===== src/rtl/seq_divider.sv =====
// Multi-cycle restoring divider: one quotient bit per clock, start/done handshake.
// Optional two's-complement mode is enabled by defining SEQ_DIVIDER_SIGNED_EN.
module seq_divider #(
  parameter int SIZE = 8
) (
  input  logic            clk,
  input  logic            rst_n,
  input  logic            start,
  input  logic [SIZE-1:0] A,
  input  logic [SIZE-1:0] B,
  output logic            busy,
  output logic            done,
  output logic [SIZE-1:0] Q,
  output logic [SIZE-1:0] R,
  output logic            div_by_zero
);

  localparam int CNT_W = $clog2(SIZE + 1);

  typedef enum logic {
    IDLE = 1'b0,
    CALC = 1'b1
  } state_e;

  state_e           state_q;
  logic [CNT_W-1:0] cnt_q;
  logic [SIZE-1:0]  div_q;
  logic [SIZE-1:0]  p_q;
  logic [SIZE-1:0]  qr_q;

  logic [SIZE:0]    sh_p_d;
  logic [SIZE:0]    trial_d;
  logic             nonneg_d;
  logic [SIZE-1:0]  p_d;
  logic [SIZE-1:0]  qr_d;
  logic [SIZE-1:0]  a_mag_d;
  logic [SIZE-1:0]  b_mag_d;
  logic [SIZE-1:0]  q_res_d;
  logic [SIZE-1:0]  r_res_d;

  // Trial subtraction done as A + ~B + 1 over SIZE+1 bits; MSB set means a borrow.
  function automatic logic [SIZE:0] trial_sub(input logic [SIZE:0]   minuend,
                                              input logic [SIZE-1:0] subtrahend);
    return minuend + ~{1'b0, subtrahend} + {{SIZE{1'b0}}, 1'b1};
  endfunction

  // One shift-and-subtract step of the restoring algorithm.
  always_comb begin
    sh_p_d   = {p_q, qr_q[SIZE-1]};
    trial_d  = trial_sub(sh_p_d, div_q);
    nonneg_d = ~trial_d[SIZE];
    if (nonneg_d) begin
      p_d = trial_d[SIZE-1:0];
    end else begin
      p_d = sh_p_d[SIZE-1:0];
    end
    qr_d = {qr_q[SIZE-2:0], nonneg_d};
  end

`ifdef SEQ_DIVIDER_SIGNED_EN
  logic neg_q_q;
  logic neg_r_q;

  function automatic logic [SIZE-1:0] negate(input logic [SIZE-1:0] x);
    return ~x + {{(SIZE-1){1'b0}}, 1'b1};
  endfunction

  // Operand magnitudes for the unsigned core and sign fix-up of the final result.
  always_comb begin
    if (A[SIZE-1]) begin
      a_mag_d = negate(A);
    end else begin
      a_mag_d = A;
    end
    if (B[SIZE-1]) begin
      b_mag_d = negate(B);
    end else begin
      b_mag_d = B;
    end
    if (neg_q_q) begin
      q_res_d = negate(qr_d);
    end else begin
      q_res_d = qr_d;
    end
    if (neg_r_q) begin
      r_res_d = negate(p_d);
    end else begin
      r_res_d = p_d;
    end
  end
`else
  assign a_mag_d = A;
  assign b_mag_d = B;
  assign q_res_d = qr_d;
  assign r_res_d = p_d;
`endif

  // Control FSM, datapath registers and registered outputs.
  always_ff @(posedge clk or negedge rst_n) begin
    if (!rst_n) begin
      state_q     <= IDLE;
      cnt_q       <= {CNT_W{1'b0}};
      div_q       <= {SIZE{1'b0}};
      p_q         <= {SIZE{1'b0}};
      qr_q        <= {SIZE{1'b0}};
      busy        <= 1'b0;
      done        <= 1'b0;
      Q           <= {SIZE{1'b0}};
      R           <= {SIZE{1'b0}};
      div_by_zero <= 1'b0;
`ifdef SEQ_DIVIDER_SIGNED_EN
      neg_q_q     <= 1'b0;
      neg_r_q     <= 1'b0;
`endif
    end else begin
      done <= 1'b0;
      case (state_q)
        IDLE: begin
          if (start) begin
            if (B != {SIZE{1'b0}}) begin
              div_q       <= b_mag_d;
              qr_q        <= a_mag_d;
              p_q         <= {SIZE{1'b0}};
              cnt_q       <= CNT_W'(SIZE);
              div_by_zero <= 1'b0;
              busy        <= 1'b1;
              state_q     <= CALC;
`ifdef SEQ_DIVIDER_SIGNED_EN
              neg_q_q     <= A[SIZE-1] ^ B[SIZE-1];
              neg_r_q     <= A[SIZE-1];
`endif
            end else begin
              // Divide by zero completes in one edge without entering CALC.
              Q           <= {SIZE{1'b1}};
              R           <= A;
              div_by_zero <= 1'b1;
              done        <= 1'b1;
            end
          end
        end
        CALC: begin
          p_q   <= p_d;
          qr_q  <= qr_d;
          cnt_q <= cnt_q - CNT_W'(1);
          if (cnt_q == CNT_W'(1)) begin
            state_q <= IDLE;
            busy    <= 1'b0;
            Q       <= q_res_d;
            R       <= r_res_d;
            done    <= 1'b1;
          end
        end
        default: begin
          state_q <= IDLE;
          busy    <= 1'b0;
        end
      endcase
    end
  end

endmodule


===== config.mk =====
export PLATFORM = sky130hd
export DESIGN_NAME = seq_divider
export DESIGN_NICKNAME = d
export VERILOG_FILES = /design/src/rtl/seq_divider.sv
export SDC_FILE = /design/constraint.sdc
export NUM_CORES = 1
export LEC_CHECK = 0
export ABC_AREA = 1
export BUFFER_PORTS_ARGS = -buffer_cell sky130_fd_sc_hd__buf_2
export CORE_ASPECT_RATIO = 0.7
export CORE_MARGIN = 2
export CORE_UTILIZATION = 35
export CTS_CLUSTER_DIAMETER = 30
export DETAILED_ROUTE_END_ITERATION = 10
export SKIP_LAST_GASP = 1
export SYNTH_ARGS = -nofsm -noshare
export SYNTH_HDL_FRONTEND = slang
export SYNTH_SLANG_ARGS = --single-unit
export TNS_END_PERCENT = 30

===== constraint.sdc =====
create_clock -name clk -period 2.4 [get_ports clk]
set_clock_uncertainty 0.2 [all_clocks]
set_input_delay 0.12 -clock clk [delete_from_list [all_inputs] [get_ports clk]]
set_output_delay 0.12 -clock clk [all_outputs]
set_load 0.1 [all_outputs]

After elaboration in Yosys (flattened, before gate mapping):

Index checks and enable logic that the tools add are counted.

* bits in registers: 48
* bits of input ports: 19
* output and inout bits: 19

* add/subtract/negate cells: 3
* equality and inequality tests: 5
* multiplexer cells: 30
* bitwise logic cells: 3
* reduce and logical (&&, ||, !) cells: 6

Operators with widths (number)
* 2-to-1 mux 8 bit: 11
* case mux 8 bit (2 select lines): 4
* adder 9 x 1 -> 9 bit (second input constant): 1
* adder 9 bit: 1
* 2-to-1 mux 1 bit: 9
* inverter 8 -> 9 bit: 1
* AND reduction 3 bit: 3
* 2-to-1 mux 4 bit: 2
* case mux 4 bit (2 select lines): 1
* nonzero test 8 bit: 1
* inequality test 2 bit (second input constant): 3
* case mux 1 bit (2 select lines): 3
* equality test 4 x 1 -> 1 bit (second input constant): 1
* AND reduction 2 bit: 2
* subtractor 4 x 1 -> 4 bit (second input constant): 1
* inequality test 2 x 1 -> 1 bit (second input constant): 1
* inverter 1 bit: 2

Longest topological paths before layout:

Gate-level depths: netlist of the first run.

* word-level depth: 6
* gate-level depth with buffers: 14
* depth with buffers taken out: 14

Worst setup path after synthesis of the first run:

No wires, ideal clock.

* path type: flip-flop to flip-flop
* start point: register qr_q[7]
* end point: register R[7]
* data arrival time: 1672 ps
* required time: 2087 ps
* slack: 415 ps
* cell stages (with the launch flop): 15
* path buffers: 0
* clock period less this slack: 1985 ps
* path through: dfrtp_1 -> inv_1 -> ha_1 -> inv_1 -> fa_1 -> nand2_1 -> nand2_2 -> nand3_2 -> nand2_2 -> nand2_2 -> nand2_4 -> nand3_1 -> nand3_1 -> nand2_1 -> inv_1

* longest elaborated chain between the ends: 5

Ends and longest elaborated chain
* from (decl): line 29 `logic [SIZE-1:0] qr_q;`
* from (signal assigned): line 105 `qr_q <= {SIZE{1'b0}};`
* from (signal assigned): line 122 `qr_q <= a_mag_d;`
* from (signal assigned): line 143 `qr_q <= qr_d;`
* adder 9 bit: line 44 `return minuend + ~{1'b0, subtrahend} + {{SIZE{1'b0}}, 1'b1};`
* adder 9 x 1 -> 9 bit: line 44
* 2-to-1 mux 8 bit: line 52 `if (nonneg_d) begin`
* 2-to-1 mux 8 bit: line 145 `if (cnt_q == CNT_W'(1)) begin`
* case mux 8 bit (2 select lines): line 117 `case (state_q)`
* to (signal assigned): line 109 `R <= {SIZE{1'b0}};`
* to (signal assigned): line 149 `R <= r_res_d;`
* to (decl): line 14 `output logic [SIZE-1:0] R,`

Every way passes these cells. The select of a mux whose other input is x is not followed.
A chain may end at the register's enable or synchronous reset.

Worst setup path in the final report of the first run:

* start point: register qr_q[7]
* end point: register R[0]

* longest elaborated chain between the ends: 5

Ends and longest elaborated chain (line)
* adder 9 bit: 44
* adder 9 x 1 -> 9 bit: 44
* 2-to-1 mux 8 bit *: 52
* 2-to-1 mux 8 bit *: 145
* case mux 8 bit (2 select lines) *: 117

Every way passes the cells marked *; elsewhere a longest branch is shown, timed or not. The select of a mux whose other input is x is not followed.

==> results of run 1 <==
-- critical path, stage by stage (launching register included) --
cell and delay [ps]:
dfrtp_1 390, inv_1 70, ha_1 130, inv_1 70, fa_2 350, nand2_1 90, nand2_2 70, nand3_2 100
nand2_2 80, nand2_2 80, nand2_4 90, nand3_1 120, nand3_1 90, nand2_1 70, inv_1 40
-- synthesized netlist by cell type --
master     n  area [um2]
a21oi_1    1        5.00
a21oi_2    1        8.76
a31oi_1   10        62.6
buf_1      1        3.75
buf_2      3        15.0
buf_4      1        7.51
buf_6      2        22.5
clkbuf_1   2        7.51
dfrtp_1   48        1200
fa_1       1        20.0
ha_1      10         125
inv_1     54         203
inv_2      3        11.3
nand2_1   80         300
nand2_2    5        31.3
nand2_4    3        33.8
nand3_1   40         200
nand3_2    3        30.0
nand4_1    1        6.26
nor2_1    26        97.6
nor2_2     3        18.8
o211ai_1   1        7.51
o21ai_0   25         125
o21ai_1    1        5.00
o22ai_1    1        6.26
or2_1      3        18.8
or2_2      5        31.3
xnor2_1    1        8.76
xor2_1     2        17.5
-- through the flow --
stage	instances	hold slack [ps]	instance area (um2)
6_report	493	48.8	3190
5_1_grt	493	69.5	3190
2_1_floorplan	337	-376	2630
3_5_place_dp	469	-55.4	2940
3_3_place_gp	469	-50.0	2940
4_1_cts	493	38.5	3190
-- metal layers --
metal,GRT usage [%],vias to the layer above,wire [um]
li1,-,1178,-
met4,3.08,0,37
met1,22.9,1073,2990
met2,26.0,42,2840
met3,3.34,5,307
met5,0,-,0
-- worst paths after layout --
check                            start          end  slack [ps]  cells past startpoint
max                            qr_q[7]         R[0]         260                     14
min in group asynchronous        rst_n         R[6]         140                      2
min reg2reg                div_by_zero  div_by_zero         280                      2
max reg2reg                    qr_q[7]         R[0]         260                     14
max in group asynchronous        rst_n       p_q[0]        1320                      3
min                               A[7]      qr_q[7]          50                      5
-- cell families (layout without fill, tap and decap cells) --
kind of cell,count (synthesis),count (layout),synth area share [%]
AND/OR/NAND/NOR,169,169,29.2
buffers and inverters,66,124,10.3
flip-flops,48,48,45.6
AO/OA/AOI/OAI,40,40,8.37
adder cells (fa/ha/maj),11,11,5.52
XOR/XNOR,3,3,0.999
-- state kept, by name (all words and copies together), names as in the netlist --
name         flops
done             1
busy             1
p_q              8
R                8
Q                8
qr_q             8
state_q          1
div_q            8
div_by_zero      1
cnt_q            4
-- timing repair --
action,in CTS,in global routing
hold buffers,17,0
endpoints found under the setup margin,0,3
gates resized for setup,0,1
hold endpoints to repair,38,0
-- cell type report --
cell class | count | share of cell area, %
Inverter | 57 | 6.71
Sequential cell | 48 | 37.6
Timing Repair Buffer | 60 | 12.9
Multi-Input combinational cell | 223 | 36.4
Clock inverter | 1 | 0.157
Clock buffer | 6 | 2.27
Tap cell | 98 | 3.84
==> impl_metrics.py, run 1 <==
metrics = {
    "status": {
        "status": "finished clean",
    },
    "logic_synthesis": {
        "ys_ff_latch": 48,
        "ys_warn_count": 0,
        "synth_area_um2": 2630,
        "synth.distinct_cells": 29,
        "yosysSeqAreaShare_pct": 45.6,
        "synthCells": 337,
        "syn_area_per_cell_um2": 7.81,
        "synth_fp_nets": 367,
    },
    "global_route": {
        "grt_pass1_wl_mm": 10.8,
        "grt_overflow": 0,
        "grt_max_degree": 30,
        "grt_pass1_vias": 2311,
        "grt.total_usage_pct": 16.2,
        "antenna_found_initial": 0,
    },
    "layout": {
        "area.growth.synth_to_final_pct": 21.3,
        "final-seq-area_um2": 1200,
        "post-route-util_pct": 43.8,
        "final_common_cell": "nand2_1",
        "n_fill_cell": 761,
        "nets": 425,
        "layout_common_cells": "80 x nand2_1, 54 x inv_1, 48 x dfrtp_1",
        "multi_input_area_um2": 1160,
        "num_antenna_cells": 0,
        "drive_above_1_share_pct": 18.5,
    },
    "detailed_routing": {
        "wire_per_inst_um": 12.5,
        "dr.pass1.iters": 4,
        "num_vias": 2298,
        "drcViolationCount": 0,
        "finalWirelength_mm": 6.17,
        "routed_via_density": 4.66,
        "drt_iter0_drc": 114,
        "drtAntennaViolNets": 0,
    },
    "cts": {
        "postCtsSetupBuffers": 0,
        "cts.sinks": 48,
        "cts_tree": "done",
        "cts-root-buf": "clkbuf_8",
        "clk_path_buf_depth": 2,
        "clk_pin_slew_worst_paths_ps": 90,
        "htree_levels": 2,
        "cts_buffers": 5,
        "clock_latency_ps": 310,
    },
    "timing": {
        "max_freq_mhz": 466,
        "rsz0062_at_grt": "no",
        "hold_viol": 0,
        "final.setup.tns_ps": 0,
        "tightestPinTransition_ps": 559,
        "setup_viol": 0,
        "fin_crit_sh_pct": 89.4,
        "max_slew_margin_pct": 62.8,
        "finalMaxSlewViolations": 0,
        "post-route-min-period_ps": 2140,
        "setup_slack_ps": 256,
    },
    "placement": {
        "dp_hpwl_mm": 4.52,
        "place_congestion": 0.846,
        "post-place-ws_ps": 213,
        "port_buffers": 37,
    },
    "setup_path": {
        "crit_type": "reg2reg",
        "cp_data_arrival_time_ps": 2150,
        "cp-start-kind": "flip-flop",
        "crit_path_end_kind": "flip-flop",
        "worstPathMaxFanout": 9,
        "crit_required_ps": 2400,
    },
    "die": {
        "num_rows": 26,
        "die_area_um2": 8240,
        "die_y_um": 76.5,
        "ios": 38,
        "core_um2": 7290,
        "start_util_pct": 36.1,
        "fp.dieW_um": 108,
    },
    "worst_hold_path": {
        "min_path_type": "in2reg",
    },
    "run": {
        "drv_cap": 0,
    },
}
Power of run 1 is not shown: default switching activity piles up to over one toggle a cycle in this logic, so the estimate is an artifact.
==> run 2, diff against run 1 <==
--- a/config.mk
+++ b/config.mk
@@ -5,13 +5,13 @@
 export SDC_FILE = /design/constraint.sdc
 export NUM_CORES = 1
 export LEC_CHECK = 0
-export ABC_AREA = 1
 export BUFFER_PORTS_ARGS = -buffer_cell sky130_fd_sc_hd__buf_2
 export CORE_ASPECT_RATIO = 0.7
 export CORE_MARGIN = 2
 export CORE_UTILIZATION = 35
-export CTS_CLUSTER_DIAMETER = 30
+export CTS_CLUSTER_DIAMETER = 40
 export DETAILED_ROUTE_END_ITERATION = 10
+export PLACE_DENSITY_LB_ADDON = 0.12
 export SKIP_LAST_GASP = 1
 export SYNTH_ARGS = -nofsm -noshare
 export SYNTH_HDL_FRONTEND = slang
==> run 2 against run 1 <==
The run now ends with negative setup slack left. Register-to-register slack worse by 440 ps. Non-clock buffer count up 39. Area after synthesis down 5.3%. Sequential cell count unchanged. Global-route usage up 0.98 points. Via count down 5.1%. Highest routed layer unchanged. Count of clock-buffer cells in the layout unchanged. Design area up 7.4%. Routed wire length up 3.3%.
==> impl_metrics.py, run 2 <==
metrics = {
    "setup_path": {
        "cp_top_family": "compound AO/OA/AOI/OAI gates",
        "crit_path_end": "R[1]",
        "reg2reg_slack_ps": -190,
        "crit_start": "qr_q[7]",
        "crit_buf_inv": 2,
        "cp-start-kind": "flip-flop",
        "path_cells": "inv_1, ha_2, inv_2, fa_2, a211oi_4, nor4b_2, a211o_4, and3_4, o32a_1",
        "reg2reg_depth": 9,
        "cp_data_arrival_time_ps": 2580,
        "worstPathMaxFanout": 7,
        "cpPeakStageDelay_ps": 390,
        "crit_required_ps": 2390,
        "crit_type": "reg2reg",
        "worstReg2RegStart": "qr_q[7]",
        "worstSetupPathDepth": 9,
        "crit_path_end_kind": "flip-flop",
        "reg2reg_to": "R[1]",
        "cp_slowest_cell": "dfrtp_1",
    },
    "detailed_routing": {
        "drt_iter0_drc": 68,
        "drcViolationCount": 0,
        "drtAntennaViolNets": 0,
        "wire_per_inst_um": 14.3,
        "num_vias": 2181,
        "finalWirelength_mm": 6.38,
        "dr.pass1.iters": 4,
        "routed_via_density": 4.88,
    },
    "logic_synthesis": {
        "synth_commonest_cells": "48 x dfrtp_1, 29 x nor2_1, 24 x a21oi_1",
        "synth_edf_count": 0,
        "synthDominantCellAreaShare_pct": 48.2,
        "synthCells": 260,
        "ys_ff_latch": 48,
        "syn_area_per_cell_um2": 9.58,
        "synth_fp_nets": 290,
        "synthTopCellsByArea": "dfrtp_1 48%, ha_1 5.0%, a21oi_1 4.8%",
        "yosysSeqAreaShare_pct": 48.2,
        "yosys.area.top_type": "dfrtp_1",
        "synth.most_common_cell": "dfrtp_1",
        "synth.distinct_cells": 48,
        "synth_area_um2": 2490,
        "synth-main-ff-cell": "dfrtp_1",
        "ys_warn_count": 0,
        "synth-async-reset-ratio_pct": 100,
    },
    "cts": {
        "htree_levels": 2,
        "clock_latency_ps": 300,
        "cts_buffers": 5,
        "cts-root-buf": "clkbuf_8",
        "clk_path_buf_depth": 2,
        "cts.sinks": 48,
        "clk_pin_slew_worst_paths_ps": 90,
        "cts_tree": "done",
    },
    "global_route": {
        "grt_pass1_wl_mm": 10.5,
        "use_met2_pct": 28.4,
        "grt.total_usage_pct": 17.2,
        "antenna_found_initial": 0,
        "busiest_layer": "met2",
        "met3_usage_pct": 4.38,
        "grt_overflow": 0,
        "grt_max_degree": 49,
        "use_met1_pct": 23.1,
        "grt_pass1_vias": 2160,
    },
    "die": {
        "num_rows": 25,
        "ios": 38,
        "fp.dieW_um": 105,
        "die_area_um2": 7820,
        "die_y_um": 74.6,
        "core_um2": 6820,
        "start_util_pct": 36.5,
    },
    "timing": {
        "rsz0062_at_grt": "yes",
        "tightestPinTransition_ps": 993,
        "setup_slack_ps": -187,
        "setup_viol": 18,
        "post-route-min-period_ps": 2590,
        "max_slew_margin_pct": 33.6,
        "fin_crit_sh_pct": 108,
        "finalMaxSlewViolations": 0,
        "hold_viol": 0,
        "max_freq_mhz": 386,
    },
    "layout": {
        "drive_above_1_share_pct": 30.9,
        "area.growth.synth_to_final_pct": 37.5,
        "layout_common_cells": "48 x dfrtp_1, 45 x buf_4, 37 x buf_2",
        "final_common_cell": "dfrtp_1",
        "nets": 383,
        "num_antenna_cells": 0,
        "n_fill_cell": 670,
    },
    "status": {
        "violations": "negative setup slack",
        "status": "complete, but fails checks",
    },
    "placement": {
        "port_buffers": 37,
        "post-place-ws_ps": -268,
        "place_congestion": 0.794,
        "dp_hpwl_mm": 4.52,
    },
    "worst_hold_path": {
        "min_path_type": "in2reg",
        "hold_path.startpoint": "A[3]",
    },
    "run": {
        "drv_cap": 0,
    },
}
==> run 2: how the worst min path moves through the flow <==
| stage | end | depth (start not counted) |
|---|---|---|
| 2_1_floorplan | Q[0] | 0 |
| 3_3_place_gp | div_q[7] | 2 |
| 3_5_place_dp | div_q[7] | 2 |
| 4_1_cts | qr_q[3] | 5 |
| 5_1_grt | qr_q[3] | 5 |
| 6_report | qr_q[3] | 5 |
==> run 2: cell type report <==
| cell class | count | area (um2) | share of cell area [%] |
|---|---|---|---|
| flip-flops and latches | 48 | 1200 | 35.1 |
| repair buffers | 99 | 714 | 20.9 |
| multi-input cells | 181 | 1250 | 36.4 |
| inverters | 18 | 67.6 | 1.97 |
| clock inverters | 1 | 5.00 | 0.146 |
| clock buffers | 6 | 72.6 | 2.12 |
| well taps | 94 | 118 | 3.43 |
==> run 2: cells by family after synthesis <==
group | synth area share (%)
compound gates | 21.5
xor+xnor | 1.05
fa+ha+maj | 5.83
buf+inv | 5.52
flops | 48.2
mux | 2.11
simple gates | 15.8
==> run 2: worst reg2reg max path: stages, from the launching register on <==
cell and delay (ps):
dfrtp_1 390, inv_1 60, ha_2 180, inv_2 40
fa_2 380, a211oi_4 280, nor4b_2 100, a211o_4 340
and3_4 190, o32a_1 320
==> run 2: repair_timing <==
action / 4_1_cts / 5_1_grt
hold buffers: 14 / 0
hold endpoints to repair: 64 / 0
endpoints found under the setup margin: 18 / 18
resized for setup: 11 / 3
setup buffers: 3 / 0
pin swaps: 13 / 1
==> run 2: stage by stage <==
| step | setup TNS [ps] | area [um2] | cells | hold WS, ps | util [%] |
|---|---|---|---|---|---|
| after floorplan | -718 | 2510 | 260 | -376 | - |
| after global placement | -2370 | 3110 | 423 | -67.2 | 45.6 |
| after detailed placement | -2720 | 3110 | 423 | -63.9 | 45.6 |
| after CTS | -1890 | 3400 | 447 | 11.5 | 49.9 |
| after global routing | -4060 | 3430 | 447 | 62.5 | 50.2 |
| final | -1920 | 3430 | 447 | 23.3 | 50.2 |
==> run 2: routing by layer <==
metal	routed length, um	part of all wire, %
met5	0	0
met4	43	0.67
met3	171	2.7
met2	2930	46
met1	3230	51
Power of run 2 is left out for the same reason.
==> run 3, diff against run 2 <==
--- a/config.mk
+++ b/config.mk
@@ -11,7 +11,9 @@
 export CORE_UTILIZATION = 35
 export CTS_CLUSTER_DIAMETER = 40
 export DETAILED_ROUTE_END_ITERATION = 10
+export GPL_ROUTABILITY_DRIVEN = 0
 export PLACE_DENSITY_LB_ADDON = 0.12
+export SKIP_CTS_REPAIR_TIMING = 1
 export SKIP_LAST_GASP = 1
 export SYNTH_ARGS = -nofsm -noshare
 export SYNTH_HDL_FRONTEND = slang
==> run 3 against run 2 <==
The flow still finishes with violations (negative setup slack). Setup slack got worse by 18 ps. Sequential cell count unchanged. Core utilization decreased by 0.42 points. Non-clock buffer count decreased by 3. Critical endpoint unchanged. Sequential share of layout area increased by 0.30 points. Critical path type unchanged. Design area decreased by 0.84%. Fmax decreased by 0.68%. Global-route usage decreased by 0.62 points. Critical path depth unchanged.
==> impl_metrics.py, run 3 (synthesis gave the netlist of run 2 again) <==
metrics = {
    "status": {
        "status": "complete, but fails checks",
        "violations": "negative setup slack",
    },
    "setup_path": {
        "reg2reg_to": "R[1]",
        "reg2reg_depth": 9,
        "crit_required_ps": 2390,
        "crit_path_end_kind": "flip-flop",
        "crit_type": "reg2reg",
        "cp-start-kind": "flip-flop",
        "worstReg2RegStart": "qr_q[7]",
        "reg2reg_slack_ps": -210,
        "crit_start": "qr_q[7]",
        "worstPathMaxFanout": 7,
        "cp_data_arrival_time_ps": 2600,
        "crit_path_end": "R[1]",
    },
    "detailed_routing": {
        "dr_wl_met2_mm": 2.89,
        "drtAntennaViolNets": 0,
        "drt_iter0_drc": 56,
        "dr.pass1.iters": 4,
        "num_vias": 2163,
        "drcViolationCount": 0,
        "dr_wl_met3_um": 195,
        "wire_per_inst_um": 14.2,
        "routed_via_density": 4.87,
        "finalWirelength_mm": 6.31,
        "dr.max_layer_used": "met4",
        "wirelength_met1_mm": 3.19,
    },
    "global_route": {
        "grt_pass1_vias": 2052,
        "antenna_found_initial": 0,
        "grt_pass1_wl_mm": 10.1,
        "grt.total_usage_pct": 16.6,
        "grt_overflow": 0,
        "grt_max_degree": 49,
    },
    "cts": {
        "cts-root-buf": "clkbuf_8",
        "cts.sinks": 48,
        "clk_pin_slew_worst_paths_ps": 90,
        "htree_levels": 2,
        "cts_tree": "done",
        "clk_path_buf_depth": 2,
        "cts_buffers": 5,
        "clock_latency_ps": 300,
    },
    "timing": {
        "finalMaxSlewViolations": 0,
        "hold_viol": 0,
        "max_freq_mhz": 384,
        "tightestPinTransition_ps": 994,
        "rsz0062_at_grt": "yes",
        "holdWs_ps": 23.1,
        "max_slew_margin_pct": 33.5,
        "setup_slack_ps": -205,
        "setup_viol": 17,
        "post-route-min-period_ps": 2610,
        "fin_crit_sh_pct": 109,
    },
    "die": {
        "start_util_pct": 36.5,
        "die_area_um2": 7820,
        "fp.dieW_um": 105,
        "die_y_um": 74.6,
        "ios": 38,
        "num_rows": 25,
        "core_um2": 6820,
    },
    "layout": {
        "final_common_cell": "dfrtp_1",
        "num_antenna_cells": 0,
        "nets": 380,
        "area.growth.synth_to_final_pct": 36.4,
        "layout_common_cells": "48 x dfrtp_1, 42 x buf_4, 37 x buf_2",
        "drive_above_1_share_pct": 30.9,
    },
    "placement": {
        "port_buffers": 37,
        "dp_hpwl_mm": 4.52,
    },
    "run": {
        "drv_cap": 0,
    },
    "worst_hold_path": {
        "min_path_type": "in2reg",
    },
}
[run 3: critical path, cell delays in order, from the launching register on]
cell and delay, ps:
dfrtp_1 390, inv_1 60, ha_2 180, inv_2 40
fa_2 380, a211oi_4 300, nor4b_2 110, a211o_4 340
and3_4 190, o32a_1 320
[run 3: through the flow]
stage	util, %	setup TNS (ps)	instances	cell area, um2	worst slack, ps
final	49.8	-2140	444	3400	-205
after global routing	49.8	-4380	444	3400	-318
after CTS	46.7	-3570	430	3190	-311
after detailed placement	45.6	-2720	423	3110	-268
after global placement	45.6	-2370	423	3110	-235
after floorplan	-	-718	260	2510	-133
[run 3: area by class of cell]
cell class | instances | area, um2
sequential | 48 | 1200
clock inverter | 1 | 5.00
clock buffer | 6 | 72.6
tap | 94 | 118
inverter | 18 | 67.6
multi-input combinational | 181 | 1240
fill | 668 | 3420
timing repair buffer | 96 | 692
[run 3: worst min-delay path by stage]
stage,from,to,slack [ps],cells after the start
3_3_place_gp,rst_n,div_q[7],-70,2
5_1_grt,A[3],qr_q[3],60,5
6_report,A[3],qr_q[3],20,5
3_5_place_dp,rst_n,div_q[7],-60,2
2_1_floorplan,rst_n,Q[0],-380,0
4_1_cts,rst_n,div_q[7],-400,2
[run 3: metal layers]
layer  track usage, %  vias to the layer above
met3             4.47                        5
li1                 -                     1108
met1             22.8                     1021
met5                0                        -
met2             26.5                       29
met4             4.00                        0
Power of run 3 is left out for the same reason.
